## config.mk

```make
export PLATFORM = sky130hd
export DESIGN_NAME = jt1943_objbus_arb_flat
export DESIGN_NICKNAME = d
export VERILOG_FILES = /design/src/rtl/jt1943_objbus_arb_if.sv /design/src/rtl/jt1943_objbus_arb.sv /design/src/flat_wrapper.sv
export SDC_FILE = /design/constraint.sdc
export NUM_CORES = 1
export LEC_CHECK = 0
export BUFFER_PORTS_ARGS = -buffer_cell sky130_fd_sc_hd__buf_2
export CAP_MARGIN = 20
export CORE_MARGIN = 4
export CORE_UTILIZATION = 46
export CTS_BUF_LIST = sky130_fd_sc_hd__clkbuf_8
export DETAILED_ROUTE_END_ITERATION = 8
export GPL_TIMING_DRIVEN = 0
export HOLD_SLACK_MARGIN = 0.02
export PLACE_DENSITY = 0.85
export SYNTH_ARGS = -nofsm -noshare
export SYNTH_HDL_FRONTEND = slang
export SYNTH_SLANG_ARGS = --single-unit
```

## constraint.sdc

```tcl
create_clock -name clk -period 2.2 [get_ports clk]
set_clock_uncertainty 0.1 [all_clocks]
set_input_delay 0.22 -clock clk [delete_from_list [all_inputs] [get_ports clk]]
set_output_delay 0.22 -clock clk [all_outputs]
set_load 0.01 [all_outputs]
```

## src/rtl/jt1943_objbus_arb_if.sv

```systemverilog
// Object-engine side of the shared work/object RAM bus between the video block and the
// CPU-side arbiter.
interface jt1943_objbus_arb_if;
    logic        bus_req;
    logic        bus_ack;
    logic        blcnten;
    logic [12:0] obj_AB;
    logic [7:0]  obj_DB;
    logic        OKOUT;

    modport master (
        output bus_req, blcnten, obj_AB,
        input  bus_ack, obj_DB, OKOUT
    );

    modport slave (
        input  bus_req, blcnten, obj_AB,
        output bus_ack, obj_DB, OKOUT
    );
endinterface

```

## src/rtl/jt1943_objbus_arb.sv

```systemverilog
// CPU-side responder for the object engine bus: halts the Z80 via BUSRQ/BUSAK and lends it the shared RAM.
// Optional REQ timeout is enabled by defining JT1943_OBJARB_TIMEOUT_EN.
module jt1943_objbus_arb #(
    parameter int TIMEOUT = 1023
) (
    input  logic        clk,
    input  logic        rst_n,
    input  logic        cpu_cen,
    input  logic [12:0] cpu_AB,
    input  logic [7:0]  cpu_dout,
    input  logic        ram_cs,
    input  logic        wr_n,
    input  logic        okout_cs,
    output logic        busrq_n,
    input  logic        busak_n,
    jt1943_objbus_arb_if.slave obj,
    output logic [12:0] ram_addr,
    output logic [7:0]  ram_din,
    output logic        ram_we,
    input  logic [7:0]  ram_dout
);

    typedef enum logic [1:0] {
        IDLE    = 2'd0,
        REQ     = 2'd1,
        GRANT   = 2'd2,
        RELEASE = 2'd3
    } state_t;

    state_t      state, state_nx;
    logic        okout_clr;
    logic        okout_set;
    logic        okout_q;
    logic        bus_ack_q;
    logic [7:0]  obj_db_q;
    logic [12:0] obj_hold;

`ifdef JT1943_OBJARB_TIMEOUT_EN
    localparam logic [9:0] TO_VAL = TIMEOUT[9:0];
    logic [9:0] to_cnt;
`endif

    assign okout_set   = okout_cs & ~wr_n & cpu_cen;
    assign obj.OKOUT   = okout_q;
    assign obj.bus_ack = bus_ack_q;
    assign obj.obj_DB  = obj_db_q;

    // NOTE: every output of a combinational block gets a default before the case, so no path can infer a latch.
    always_comb begin
        state_nx  = state;
        okout_clr = 1'b0;
        case (state)
            IDLE:    if (obj.bus_req) state_nx = REQ;
            REQ: begin
                if (!busak_n)
                    state_nx = GRANT;
                else if (!obj.bus_req)
                    state_nx = RELEASE;
`ifdef JT1943_OBJARB_TIMEOUT_EN
                else if (to_cnt == TO_VAL) begin
                    state_nx  = RELEASE;
                    okout_clr = 1'b1;
                end
`endif
            end
            GRANT: begin
                if (!obj.bus_req) begin
                    state_nx  = RELEASE;
                    okout_clr = 1'b1;
                end
            end
            RELEASE: if (busak_n) state_nx = IDLE;
            default: state_nx = IDLE;
        endcase
    end

    // Handshake outputs are registered from the current state, so they trail the FSM by one clk.
    // NOTE: sequential state uses non-blocking assignments so all registers update from pre-edge values.
    always_ff @(posedge clk or negedge rst_n) begin
        if (!rst_n) begin
            state     <= IDLE;
            busrq_n   <= 1'b1;
            bus_ack_q <= 1'b0;
            okout_q   <= 1'b0;
            obj_db_q  <= 8'h00;
            obj_hold  <= 13'h0000;
        end else begin
            state     <= state_nx;
            busrq_n   <= !(state == REQ || state == GRANT);
            bus_ack_q <= (state == GRANT);
            if (okout_set)
                okout_q <= 1'b1;
            else if (okout_clr)
                okout_q <= 1'b0;
            if (state == GRANT) begin
                obj_db_q <= ram_dout;
                if (obj.blcnten) obj_hold <= obj.obj_AB;
            end
        end
    end

`ifdef JT1943_OBJARB_TIMEOUT_EN
    always_ff @(posedge clk or negedge rst_n) begin
        if (!rst_n)
            to_cnt <= 10'd0;
        else if (state != REQ)
            to_cnt <= 10'd0;
        else
            to_cnt <= to_cnt + 10'd1;
    end
`endif

    // RAM mux is combinational so obj_AB reaches obj_DB in two clks; reset forces it idle immediately.
    always_comb begin
        ram_addr = 13'h0000;
        ram_din  = 8'h00;
        ram_we   = 1'b0;
        if (rst_n) begin
            if (state == GRANT) begin
                ram_addr = obj.blcnten ? obj.obj_AB : obj_hold;
            end else begin
                ram_addr = cpu_AB;
                ram_din  = cpu_dout;
                ram_we   = ram_cs & ~wr_n & cpu_cen;
            end
        end
    end

endmodule

```

## src/flat_wrapper.sv

```systemverilog
// flat-port wrapper written by rule: the top's interface ports become plain ports
module jt1943_objbus_arb_flat 
#(
    parameter int TIMEOUT = 1023
)
  (clk, rst_n, cpu_cen, cpu_AB, cpu_dout, ram_cs, wr_n, okout_cs, busrq_n, busak_n, ram_addr, ram_din, ram_we, ram_dout, obj_bus_req, obj_blcnten, obj_obj_AB, obj_bus_ack, obj_obj_DB, obj_OKOUT);
  jt1943_objbus_arb_if obj_i ();
  input  logic clk;
  input  logic rst_n;
  input  logic cpu_cen;
  input  logic [12:0] cpu_AB;
  input  logic [7:0] cpu_dout;
  input  logic ram_cs;
  input  logic wr_n;
  input  logic okout_cs;
  output logic busrq_n;
  input  logic busak_n;
  output logic [12:0] ram_addr;
  output logic [7:0] ram_din;
  output logic ram_we;
  input  logic [7:0] ram_dout;
  input wire logic [$bits(obj_i.bus_req)-1:0] obj_bus_req;
  input wire logic [$bits(obj_i.blcnten)-1:0] obj_blcnten;
  input wire logic [$bits(obj_i.obj_AB)-1:0] obj_obj_AB;
  output wire logic [$bits(obj_i.bus_ack)-1:0] obj_bus_ack;
  output wire logic [$bits(obj_i.obj_DB)-1:0] obj_obj_DB;
  output wire logic [$bits(obj_i.OKOUT)-1:0] obj_OKOUT;
  assign obj_i.bus_req = obj_bus_req;
  assign obj_i.blcnten = obj_blcnten;
  assign obj_i.obj_AB = obj_obj_AB;
  assign obj_bus_ack = obj_i.bus_ack;
  assign obj_obj_DB = obj_i.obj_DB;
  assign obj_OKOUT = obj_i.OKOUT;
  jt1943_objbus_arb #(.TIMEOUT(TIMEOUT)) u_core (.clk(clk), .rst_n(rst_n), .cpu_cen(cpu_cen), .cpu_AB(cpu_AB), .cpu_dout(cpu_dout), .ram_cs(ram_cs), .wr_n(wr_n), .okout_cs(okout_cs), .busrq_n(busrq_n), .busak_n(busak_n), .obj(obj_i), .ram_addr(ram_addr), .ram_din(ram_din), .ram_we(ram_we), .ram_dout(ram_dout));
endmodule
```

==> impl_metrics.env <==
export IMPL_gr_usage_all_layers=0.164
export IMPL_grt_overflow=0
export IMPL_routabilityCongestion=0.795
export IMPL_netlist_area_um2=1560
export IMPL_diodes=0
export IMPL_area_delta_synth_final_pct=35.2
export IMPL_max_freq_ghz=0.494
export IMPL_grt_pass1_vias=1300
export IMPL_clock_latency_ns=0.25
export IMPL_drc=0
export IMPL_fin_area_um2=2100
export IMPL_seq_area_frac_synth=0.419
export IMPL_slew_headroom=0.740
export IMPL_synth_ff_type="dfrtp_1"
export IMPL_synth_async_reset_ratio=1.00
export IMPL_maxSlewViolCount=0
export IMPL_critical_path_class="reg -> out"
export IMPL_rows=20
export IMPL_min_delay_path_class="in -> reg"
export IMPL_grt_max_degree=26
export IMPL_clk_path_buf_depth=2
export IMPL_cp_end_kind="output port"
export IMPL_rsz0062_at_grt="no"
export IMPL_r2r_start="u_core.state[0]"
export IMPL_cp_max_fo=10
export IMPL_cap_violations=0
export IMPL_drt_iter0_markers=57
export IMPL_placed_area_um2=2020
export IMPL_netlist_instances=127
export IMPL_die_width_um=66.2
export IMPL_yosysWarnings=0
export IMPL_core_um2=3150
export IMPL_crit_required_ns=1.88
export IMPL_drive_gt1_frac=0.553
export IMPL_wl_mm=3.49
export IMPL_hpwlAfterDp_mm=2.74
export IMPL_hold_viol_final=0
export IMPL_start_kind="register"
export IMPL_cts_tree="built"
export IMPL_clk_pin_slew_worst_paths_ns=0.08
export IMPL_powerDensity_nw_per_um2=1090
export IMPL_seq_area_um2=652
export IMPL_cts_setup_buffers=0
export IMPL_n_fill_cell=282
export IMPL_crit_chain="inv_2 -> ha_2 -> buf_6 -> clkbuf_4 -> nand2_1 -> o211a_1 -> buf_2"
export IMPL_multi_input_area_um2=826
export IMPL_die_area_um2=4380
export IMPL_syn_nets=184
export IMPL_grt_pass1_wl_mm=5.63
export IMPL_power_leakage_nw=1.23
export IMPL_io_buffer_count=82
export IMPL_wire_per_inst_um=13.5
export IMPL_finalCritPeriodShare=0.920
export IMPL_hold_ws_ns=0.0858
export IMPL_layout_min_cycle_time_ns=2.02
export IMPL_tns_ns=0
export IMPL_ff2ff_path_depth=5
export IMPL_ir_drop_mv=0.595
export IMPL_synth_edff_count=0
export IMPL_r2r_end="u_core.obj.obj_DB[5]"
export IMPL_avgSynthCellArea_um2=12.3
export IMPL_holdCritStartpoint="okout_cs"
export IMPL_r2r_slack_ns=0.58
export IMPL_antenna_found_initial=0
export IMPL_dieHeight_um=66.2
export IMPL_first_pass_iters=4
export IMPL_crit_slowest_cell="dfrtp_1"
export IMPL_setup_viol=0
export IMPL_via_per_inst=4.87
export IMPL_worstMarginPinSlew_ns=0.391
export IMPL_cp_slowest_stage_delay_ns=0.42
export IMPL_synthDistinctLibCells=25
export IMPL_vias=1262
export IMPL_detail_route_antenna_nets=0
export IMPL_finalNetCount=273
export IMPL_pin_count=84
export IMPL_cts_root_buf="clkbuf_8"
export IMPL_cts_buffers_inserted=3
export IMPL_placedCellCount=253
export IMPL_initial_core_util=0.494
export IMPL_crit_arrival_ns=1.70
export IMPL_ys_seq_elements=26
export IMPL_status="completed"
export IMPL_min_to="u_core.obj.OKOUT"
export IMPL_cts_sinks=26
export IMPL_final_cells=259
export IMPL_h_tree_depth=1
export IMPL_holdPathStages=2
## timing repair
item | in CTS | in global routing
hold endpoints to repair | 25 | 0
resized for setup | 0 | 4
setup endpoints to repair | 0 | 19
hold buffers | 2 | 0
## report_power, final
part | total, mW | internal (mW) | leakage [nW] | switching (mW)
logic | 1.17 | 0.647 | 0.893 | 0.522
registers | 0.865 | 0.730 | 0.308 | 0.135
clock network | 0.264 | 0.125 | 0.0269 | 0.139
total | 2.30 | 1.50 | 1.23 | 0.796
## registers in the layout (all words and copies together), names as in the netlist
signal and flops:
u_core.obj.OKOUT 1, u_core.obj.obj_DB 8, u_core.obj.bus_ack 1, u_core.busrq_n 1, u_core.obj_hold 13, u_core.state 2
## critical path, delay by kind of cell (launching register included)
family                     cells  cell delay, ns
DFF                            1            0.42
and+or+nand+nor                1            0.07
adders and majority gates      1            0.23
AOI/OAI and AO/OA              1            0.12
buffers and inverters          4            0.60
## layout make-up
type                       instances  area share
tap                               44      0.0262
clock inverter                     1     0.00178
buffer                             8      0.0357
multi-input combinational         90       0.392
timing repair buffer              84       0.209
inverter                           3     0.00535
clock buffer                       3      0.0196
sequential                        26       0.310
## cell families after synthesis
family	share of synthesized area
AOI/OAI and AO/OA	0.116
adders and majority gates	0.0482
and+or+nand+nor	0.105
buffers and inverters	0.0522
DFF	0.419
muxes	0.260
## through the flow
step           total power, mW  setup WS, ns  utilization
2_1_floorplan             1.67         0.576            -
3_3_place_gp              2.00         0.322        0.641
3_5_place_dp              2.04         0.321        0.641
4_1_cts                   2.32        0.0273        0.665
5_1_grt                   2.48        0.0360        0.667
6_report                  2.30         0.177        0.667
## layer usage
layer | track usage | vias up | wire (um)
met1 | 0.209 | 595 | 1500
met4 | 0.0584 | 0 | 35
li1 | - | 625 | -
met5 | 0 | - | 0
met3 | 0.0153 | 2 | 153
met2 | 0.286 | 40 | 1800
## cells in the final DEF (no fill, tap or decap)
| cell | synthesis | final |
|---|---|---|
| mux2_2 | 11 | 11 |
| dfstp_2 | 1 | 1 |
| clkbuf_1 | 1 | 1 |
| clkbuf_8 | 0 | 3 |
| a31oi_1 | 1 | 1 |
| inv_2 | 0 | 1 |
| ha_2 | 0 | 1 |
| nand3b_1 | 1 | 1 |
| nor2b_1 | 1 | 1 |
| buf_2 | 2 | 82 |
| dlygate4sd3_1 | 0 | 1 |
| inv_1 | 3 | 3 |
| mux2i_1 | 13 | 13 |
| buf_6 | 5 | 5 |
| a22o_1 | 1 | 1 |
| buf_12 | 0 | 1 |
| a21oi_1 | 2 | 2 |
| a32oi_1 | 1 | 1 |
| o21bai_1 | 1 | 1 |
| o211a_1 | 13 | 13 |
| and2_1 | 9 | 9 |
| nand2b_1 | 3 | 3 |
| nor2b_2 | 1 | 1 |
| ha_1 | 6 | 5 |
| mux2_4 | 10 | 10 |
| o22a_1 | 1 | 1 |
| dfrtp_1 | 25 | 25 |
| and3_1 | 1 | 1 |
| nand2_1 | 13 | 13 |
| nand2_4 | 1 | 1 |
| clkbuf_4 | 0 | 2 |
## how the worst max path moves through the flow
| stage | endpoint | from | cells past startpoint | slack [ns] |
|---|---|---|---|---|
| 2_1_floorplan | ram_addr[0] | u_core.state[0] | 6 | 0.58 |
| 3_3_place_gp | ram_addr[2] | u_core.state[0] | 7 | 0.32 |
| 3_5_place_dp | ram_addr[12] | u_core.state[0] | 7 | 0.32 |
| 4_1_cts | ram_addr[12] | u_core.state[0] | 7 | 0.03 |
| 5_1_grt | ram_addr[6] | u_core.state[0] | 7 | 0.04 |
| 6_report | ram_addr[2] | u_core.state[0] | 7 | 0.18 |
## synth_stat cells (2+ instances only)
cell type	number	share of area
buf_2	2	0.0064
mux2i_1	13	0.084
mux2_4	10	0.096
ha_1	6	0.048
nand2_1	13	0.031
inv_1	3	0.0072
a21oi_1	2	0.0064
mux2_2	11	0.080
and2_1	9	0.036
o211a_1	13	0.084
dfrtp_1	25	0.40
nand2b_1	3	0.012
buf_6	5	0.036
(Power assumes the default switching activity.)
